--- config.mk ---
export PLATFORM = sky130hd
export DESIGN_NAME = param_sr_counter
export DESIGN_NICKNAME = d
export VERILOG_FILES = /design/src/rtl/param_sr_counter.sv
export SDC_FILE = /design/constraint.sdc
export NUM_CORES = 1
export LEC_CHECK = 0
export ABC_AREA = 0
export BUFFER_PORTS_ARGS = -buffer_cell sky130_fd_sc_hd__clkbuf_2
export CAP_MARGIN = 15
export CORE_ASPECT_RATIO = 0.6
export CORE_MARGIN = 2
export CORE_UTILIZATION = 30
export DETAILED_ROUTE_END_ITERATION = 16
export PLACE_DENSITY = 0.48
export SKIP_CTS_REPAIR_TIMING = 1
export SLEW_MARGIN = 20
export SYNTH_ARGS = -nofsm -noshare
export SYNTH_HDL_FRONTEND = slang
export SYNTH_SLANG_ARGS = --single-unit
export TNS_END_PERCENT = 20
--- constraint.sdc ---
create_clock -name clk -period 3.36 [get_ports clk]
set_input_delay 0.672 -clock clk [delete_from_list [all_inputs] [get_ports clk]]
set_output_delay 0.672 -clock clk [all_outputs]
set_load 0.02 [all_outputs]
--- src/rtl/param_sr_counter.sv ---
// param_sr_counter: start/stop event counter with configurable width, direction,
// prescaler, terminal value and terminal action (wrap / saturate / one-shot).
//
//   state  | meaning
//   -------+----------------------------------------------------------
//   S_IDLE | after reset or clear; count frozen, waiting for start
//   S_RUN  | prescaler running, count advances on every tick
//   S_HALT | stopped by stop; count held, start resumes from it
//   S_DONE | one-shot terminal reached; count held, start re-runs
module param_sr_counter #(
   parameter int WIDTH      = 16,
   parameter int PRESCALE_W = 8,
   parameter int MODE       = 0
) (
   input  logic                  clk,
   input  logic                  reset,
   input  logic                  start,
   input  logic                  stop,
   input  logic                  clear,
   input  logic                  load,
   input  logic [WIDTH-1:0]      load_value,
   input  logic                  dir,
   input  logic [PRESCALE_W-1:0] prescale,
   input  logic [WIDTH-1:0]      limit,
   output logic [WIDTH-1:0]      count,
   output logic                  running,
   output logic                  tc_pulse,
   output logic                  done
);

   typedef enum logic [1:0] {
      S_IDLE = 2'd0,
      S_RUN  = 2'd1,
      S_HALT = 2'd2,
      S_DONE = 2'd3
   } state_t;

   state_t                state_q, state_nxt;
   logic [WIDTH-1:0]      count_q, count_nxt;
   logic [PRESCALE_W-1:0] pre_q, pre_nxt, pre_inc;
   logic                  armed_q, armed_nxt;
   logic                  tc_nxt;
   logic                  tick;
   logic                  terminal;

   // Prescaler compare uses >= so lowering prescale below the running
   // pre-count still ticks promptly instead of waiting for a full wrap.
   assign pre_inc  = pre_q + PRESCALE_W'(1);
   assign tick     = (state_q == S_RUN) && (pre_q >= prescale);
   assign terminal = dir ? (count_q >= limit) : (count_q == '0);

   // Next-state, count, prescaler and terminal-pulse decode in priority order
   // clear > load > stop > start > tick.
   always_comb begin
      state_nxt = state_q;
      count_nxt = count_q;
      pre_nxt   = pre_q;
      armed_nxt = armed_q;
      tc_nxt    = 1'b0;
      if (clear) begin
         state_nxt = S_IDLE;
         count_nxt = '0;
         pre_nxt   = '0;
         armed_nxt = 1'b1;
      end else if (load) begin
         // Loaded value replaces this edge's tick; prescaler keeps its cadence.
         count_nxt = load_value;
         armed_nxt = 1'b1;
         if (state_q == S_RUN) begin
            pre_nxt = tick ? '0 : pre_inc;
         end
      end else if (stop && ((state_q == S_RUN) || start)) begin
         // start+stop together anywhere lands in HALT: stop wins.
         state_nxt = S_HALT;
      end else if (start && (state_q != S_RUN)) begin
         state_nxt = S_RUN;
         pre_nxt   = '0;
         armed_nxt = 1'b1;
      end else if (state_q == S_RUN) begin
         pre_nxt = tick ? '0 : pre_inc;
         if (tick) begin
            if (terminal) begin
               if (MODE == 1) begin
                  tc_nxt    = armed_q;
                  armed_nxt = 1'b0;
               end else if (MODE == 2) begin
                  tc_nxt    = 1'b1;
                  state_nxt = S_DONE;
               end else begin
                  tc_nxt    = 1'b1;
                  count_nxt = dir ? '0 : limit;
               end
            end else begin
               count_nxt = dir ? (count_q + WIDTH'(1)) : (count_q - WIDTH'(1));
            end
         end
      end
   end

   // State, count, prescaler and registered status outputs.
   always_ff @(posedge clk or posedge reset) begin
      if (reset) begin
         state_q  <= S_IDLE;
         count_q  <= '0;
         pre_q    <= '0;
         armed_q  <= 1'b1;
         tc_pulse <= 1'b0;
         running  <= 1'b0;
         done     <= 1'b0;
      end else begin
         state_q  <= state_nxt;
         count_q  <= count_nxt;
         pre_q    <= pre_nxt;
         armed_q  <= armed_nxt;
         tc_pulse <= tc_nxt;
         running  <= (state_nxt == S_RUN);
         done     <= (state_nxt == S_DONE);
      end
   end

   assign count = count_q;

endmodule
Word-level counts from Yosys, hierarchy flattened
Cells that the tools add are included.
{ "word_totals": {"elab_cells": 52, "out_inout_bits": 19, "ff_bits": 29} }
{ "classes": {"n_eq_ne": 6, "reduce_logical": 8, "mux": 27, "n_addsub": 3, "n_lt_le_gt_ge": 2} }
{ "op_table": {"columns": ["operator", "count"], "rows": [
  ["$mux 16", 9],
  ["$mux 8", 6],
  ["$add 16x1->16 const B", 1],
  ["$ge 16x16->1", 1],
  ["$logic_not 16->1", 1],
  ["$sub 16x1->16 const B", 1],
  ["$add 8x1->8 const B", 1],
  ["$ge 8x8->1", 1],
  ["$mux 1", 8],
  ["$mux 2", 4],
  ["$ne 3x3->1 const B", 2],
  ["$reduce_bool 3->1", 2],
  ["$eq 2x1->1 const B", 2],
  ["$reduce_and 4->1", 1],
  ["$logic_and 1x1->1", 3],
  ["$eq 2x2->1 const B", 1],
  ["$ne 2x1->1 const B", 1],
  ["$logic_or 1x1->1", 1]
]} }

Longest topological paths before layout
Gate-level depths: netlist (run 1).
{ "depth": {"word_depth": 9, "depth_mapped": 11} }

Least setup slack after synthesis (run 1)
OpenSTA, ideal clock, no wires.
{ "synth_path": {"kind": "input to register", "from": "in dir", "to": "reg count_q[12], in the netlist count[12]", "stages": 7, "t_required_ns": 3.278, "arrival_ns": 2.684, "path_slack_ns": 0.594, "setup_time_ns": 0.082, "cell_sequence": "inv_1 > ha_1 > a2111o_1 > o221ai_1 > a31oi_1 > or4b_1 > a31oi_1"} }
{ "synth_via": {"elab_chain_cells": 8, "elab_cells_between_ends": 10} }
{ "synth_rtl": {"columns": ["element", "line", "rtl"], "rows": [
  ["start, declared", "22", "input logic dir,"],
  ["$mux 16, or another cell as far along", "94", "count_nxt = dir ? (count_q + WIDTH'(1)) : (count_q - WIDTH'(1));"],
  ["$mux 16 (*)", "82", "if (terminal) begin"],
  ["$mux 16 (*)", "81", "if (tick) begin"],
  ["$mux 16 (*)", "79", "end else if (state_q == S_RUN) begin"],
  ["$mux 16 (*)", "75", "end else if (start && (state_q != S_RUN)) begin"],
  ["$mux 16 (*)", "72", "end else if (stop && ((state_q == S_RUN) || start)) begin"],
  ["$mux 16 (*)", "65", "end else if (load) begin"],
  ["$mux 16 (*)", "60", "if (clear) begin"],
  ["end signal, assigned", "112", "count_q <= count_nxt;"],
  ["end, declared", "39", "logic [WIDTH-1:0] count_q, count_nxt;"]
]} }
Every way passes the cells marked *; elsewhere a longest branch is shown, timed or not. The select of a mux whose other input is x is not followed.
A chain may end at the register's enable or synchronous reset.

Final worst setup path (run 1)
Same ends and word-level chain as after synthesis.

==> results of run 1 <==
## state kept, by name, summed over array words and instances, names as in the netlist
name and count:
count 16, done 1, pre_q 8, running 1, state_q 2, tc_pulse 1
## logic make-up after synthesis
group                    after synthesis
AO/OA/AOI/OAI                        137
AND/OR/NAND/NOR                      114
buffers and inverters                 45
adder cells (fa/ha/maj)               40
flip-flops                            29
XOR/XNOR                               8
multiplexers                           1
## through the flow
stage | area, um2 | util, %
2_1_floorplan | 2980 | -
3_3_place_gp | 3471 | 35.51
3_5_place_dp | 3471 | 35.51
4_1_cts | 3628 | 37.12
5_1_grt | 3628 | 37.12
6_report | 3628 | 37.12
## worst max-delay path by stage
stage	end	depth (start not counted)
after floorplan	count[12]	7
after global placement	count[10]	10
after detailed placement	count[12]	9
after CTS	count[12]	9
after global routing	count[13]	11
final	count[12]	9
## per-layer routing
metal | up-vias | global-route usage, %
li1 | 1531 | -
met1 | 1416 | 29.30
met2 | 95 | 24.61
met3 | 7 | 3.870
met4 | 0 | 3.441
met5 | - | 0
## area by class of cell
type / instances / area share, %
Multi-Input combinational cell: 300 / 57.07
Clock inverter: 1 / 0.1379
Inverter: 34 / 3.517
Sequential cell: 29 / 20.00
Clock buffer: 7 / 4.207
Timing Repair Buffer: 72 / 10.41
Tap cell: 135 / 4.655
## synthesized netlist by cell type, types with 4 or more instances
library cell	number
a21oi_1	44
ha_1	39
inv_1	34
nand2_1	30
dfrtp_1	29
o21ai_0	26
nor2_1	23
nor3_1	15
a21o_1	13
a31oi_1	13
nand3_1	8
a211o_1	6
nand2b_1	6
nor4_1	6
xnor2_1	6
and3_1	5
clkbuf_1	5
o211ai_1	5
nand4_1	4
o21a_1	4
## critical path, cell delays in order
cell      delay, ns
clkbuf_2       0.12
inv_1          0.19
buf_4          0.24
ha_1           0.27
a2111o_1       0.45
o221ai_1       0.29
a31oi_1        0.19
or4b_1         0.50
a31oi_1        0.17
## power by group
part | internal [uW] | switching (uW) | total (uW) | leakage [uW]
clock network | 314 | 176 | 490 | 0.0000799
registers | 364 | 26.1 | 390 | 0.000392
logic | 145 | 212 | 357 | 0.00140
total | 823 | 414 | 1240 | 0.00187
==> flow_summary.yaml, run 1 <==
status:
  status: "finished, final reports clean"
drt:
  drt_wl_total_um: 9532
  vias_per_cell: 5.275
  drt-met1-wl_um: 5379
  dr.max_layer_used: "met4"
  drc: 0
  dr_total_vias: 3049
  met3_length_um: 584
  ant_nets: 0
  drt_iter0_markers: 281
  wl_met2_um: 3510
  post_drt_wl_per_cell_um: 16.49
  drtPass1Iterations: 4
logic_synthesis:
  synthesis.nets: 461
  synthAdderAreaFrac_pct: 17.04
  synth_xor_area_share_pct: 2.351
  synth_compound_area_share_pct: 30.10
  synth_area_leader_cell: "dfrtp_1"
  synth_top_area_share_pct: 24.35
  syn-mean-instance-area_um2: 7.969
  yosysUniqueCellTypes: 55
  ys_warn_count: 0
  synth_top_family_by_area: "compound AO/OA/AOI/OAI gates"
  ys_seq_area_share_pct: 24.35
  ys_seq_elements: 29
  ys.flop_type: "dfrtp_1"
  synth_edf_count: 0
  synth.area.top_cells: "dfrtp_1, ha_1, a21oi_1"
  netlist_area_um2: 2980
  synthArstFlopShare_pct: 100.0
  muxShareOfSynthArea_pct: 0.3359
  syn_inst: 374
  synth-simple-area-share_pct: 19.65
clock_tree:
  clock-root-buffer: "clkbuf_16"
  ctsHtreeMaxLevel: 2
  clk_pin_slew_worst_paths_ns: 0.05
  numCtsBuffers: 5
  cts_buffer_depth: 2
  insertion_delay_ns: 0.28
  clock-sinks: 29
  cts_tree: "yes"
worst_setup_path:
  r2r_start: "count[0]"
  worstSetupStartpointType: "input port"
  cp_data_required_time_ns: 3.56
  worstSetupPathType: "in2reg"
  critPathMaxFanout: 11
  reg2reg_depth: 9
  arrival_ns: 3.08
  worstSetupEndpointType: "flip-flop"
  ff2ff_setup_slack_ns: 0.58
  reg2reg_to: "count[12]"
  startpoint: "dir"
layout:
  layout.nets: 529
  area_growth_pct: 21.75
  fin_cells: 578
  multi_input_area_um2: 2071
  ff_latch_area_um2: 725.7
  final_common_cell: "clkbuf_2"
  antenna_cells: 0
  final_cell_mix: "clkbuf_2, a21oi_1, ha_1"
  n_fill_cell: 1029
  drive_gt1_share_pct: 19.64
sta:
  period_needed_ns: 2.882
  setup_viol: 0
  finalHoldViolCount: 0
  rsz0062_at_grt: "no"
  fmax_mhz: 347.0
  slew_headroom_pct: 46.66
  post-route-period-util_pct: 85.77
  fin_skew_ns: 0.004301
  setup_ws_ns: 0.4781
  final_max_slew_viol_count: 0
  whs_ns: 0.4548
  tns_ns: 0
  tightest_slew_ns: 0.7918
power:
  peakVddDrop_v: 0.0001750
  power-per-cell-area_nw_per_um2: 340.8
  p_leak_uw: 0.001871
  p_total_uw: 1236
grt:
  grt_pass1_vias: 2850
  grt_pass1_wl_um: 15310
  grt_remaining_overflow: 0
  grt_usage_pct: 18.38
  grt_max_degree: 30
  antenna_found_initial: 0
die:
  row_count: 28
  die_y_um: 81.21
  core-area_um2: 9774
  ios: 66
  die_area_um2: 10770
  initial_core_util_pct: 30.49
  die_width_um: 132.7
place:
  dp_slack_ns: 0.2412
  placed_cells: 570
  port_buffers: 65
  hpwl_um: 7620
  gp_congestion: 0.8905
flow_run:
  drv_cap: 0
min_path:
  hold_class: "in2async"
Power figures use the tool's default switching activity.
==> run 2: changes to the inputs <==
Settings changed: REMOVE_ABC_BUFFERS set to 1.
==> flow_summary.yaml, run 2 (same netlist as run 1, synthesis figures left out) <==
layout:
  antenna_cells: 0
  area_growth_pct: 21.75
  multi_input_area_um2: 2071
  layout.nets: 531
  ff_latch_area_um2: 725.7
  drive_gt1_share_pct: 19.59
  final_common_cell: "clkbuf_2"
  n_fill_cell: 1041
  final_cell_mix: "clkbuf_2, a21oi_1, ha_1"
  largest_reg_flops: 16
power:
  p_total_uw: 1211
  power-per-cell-area_nw_per_um2: 333.9
  p_leak_uw: 0.001872
  peakVddDrop_v: 0.0001810
clock_tree:
  clock-root-buffer: "clkbuf_16"
  numCtsBuffers: 5
  clk_pin_slew_worst_paths_ns: 0.05
  clock-sinks: 29
  cts_buffer_depth: 2
  ctsHtreeMaxLevel: 2
  cts_tree: "yes"
  insertion_delay_ns: 0.28
die:
  ios: 66
  core-area_um2: 9774
  die_width_um: 132.7
  initial_core_util_pct: 30.49
  die_y_um: 81.21
  die_area_um2: 10770
  row_count: 28
worst_setup_path:
  worstSetupPathType: "in2reg"
  ff2ff_setup_slack_ns: 0.61
  cp_top_family: "compound AO/OA/AOI/OAI gates"
  reg2reg_to: "count[12]"
  crit_path_max_incr_delay_ns: 0.49
  critPathSlowestCell: "or4b_1"
  cp_common_cell: "a31oi_1"
  reg2reg_depth: 9
  arrival_ns: 3.10
  worstSetupEndpointType: "flip-flop"
  critPathBufInv: 2
  critPathMaxFanout: 12
  worstSetupStartpointType: "input port"
  crit_chain: "clkbuf_2, inv_1, ha_1, a2111o_1, o221ai_1, a31oi_1, or4b_1, a31oi_1"
  r2r_start: "count[1]"
  cp_data_required_time_ns: 3.56
sta:
  tns_ns: 0
  post-route-period-util_pct: 86.06
  setup_viol: 0
  fmax_mhz: 345.8
  period_needed_ns: 2.892
  finalHoldViolCount: 0
  fin_skew_ns: 0.008366
  final_max_slew_viol_count: 0
  whs_ns: 0.4573
  slew_headroom_pct: 45.72
  tightest_slew_ns: 0.8057
  rsz0062_at_grt: "no"
drt:
  post_drt_wl_per_cell_um: 17.24
  ant_nets: 0
  drt_wl_total_um: 9981
  drt_iter0_markers: 212
  drc: 0
  dr_total_vias: 3073
  drtPass1Iterations: 4
  vias_per_cell: 5.307
flow_run:
  drv_cap: 0
status:
  status: "finished, final reports clean"
grt:
  grt_pass1_wl_um: 15660
  grt_usage_pct: 18.97
  grt_remaining_overflow: 0
  grt_pass1_vias: 2875
  antenna_found_initial: 0
  grt_max_degree: 30
place:
  port_buffers: 65
  gp_congestion: 0.9142
  hpwl_um: 7839
min_path:
  hold_class: "in2async"
run 2: cell count changes in the layout (fill, tap and decap cells not counted):
cell      delta
clkbuf_1     +1
clkbuf_8     -1
clkinv_2     -1
buf_4        +2
run 2: power breakdown:
group | switching [uW] | internal, uW | total [uW]
clock | 165 | 290 | 455
combinational | 219 | 148 | 367
sequential | 24.5 | 364 | 389
total | 408 | 803 | 1210
run 2: how the worst max path moves through the flow:
stage                     start   endpoint  cells after the start
final                       dir  count[12]                      8
after global routing        dir  count[13]                     10
after CTS                   dir  count[13]                     11
after detailed placement    dir  count[13]                     11
after global placement      dir  count[12]                      8
after floorplan             dir  count[12]                      7
run 2: area by class of cell:
class,instances,area share (%)
Tap cell,135,4.655
Inverter,34,3.517
Timing Repair Buffer,74,10.83
Sequential cell,29,20.00
Clock buffer,7,3.931
Multi-Input combinational cell,300,57.07
run 2: per-stage QoR:
| step | std cells | util (%) | worst slack [ns] | area [um2] |
|---|---|---|---|---|
| 6_report | 579 | 37.12 | 0.4685 | 3628 |
| 5_1_grt | 579 | 37.12 | 0.1971 | 3628 |
| 4_1_cts | 579 | 37.12 | 0.5051 | 3628 |
| 3_5_place_dp | 572 | 35.66 | 0.2049 | 3486 |
| 3_3_place_gp | 572 | 35.66 | 0.2507 | 3486 |
| 2_1_floorplan | 363 | - | 0.5942 | 2924 |
run 2: layer usage:
metal / routed length (um) / track usage, % / share of wire, % / vias up
met1: 5670 / 30.67 / 57 / 1425
met3: 756 / 3.870 / 7.6 / 6
met5: 0 / 0 / 0 / -
met4: 72 / 3.763 / 0.72 / 0
li1: - / - / - / 1540
met2: 3483 / 24.77 / 35 / 102
run 2: worst min-delay path: stages:
cell	delay, ns
clkbuf_2	0.08
inv_1	0.04
buf_4	0.38
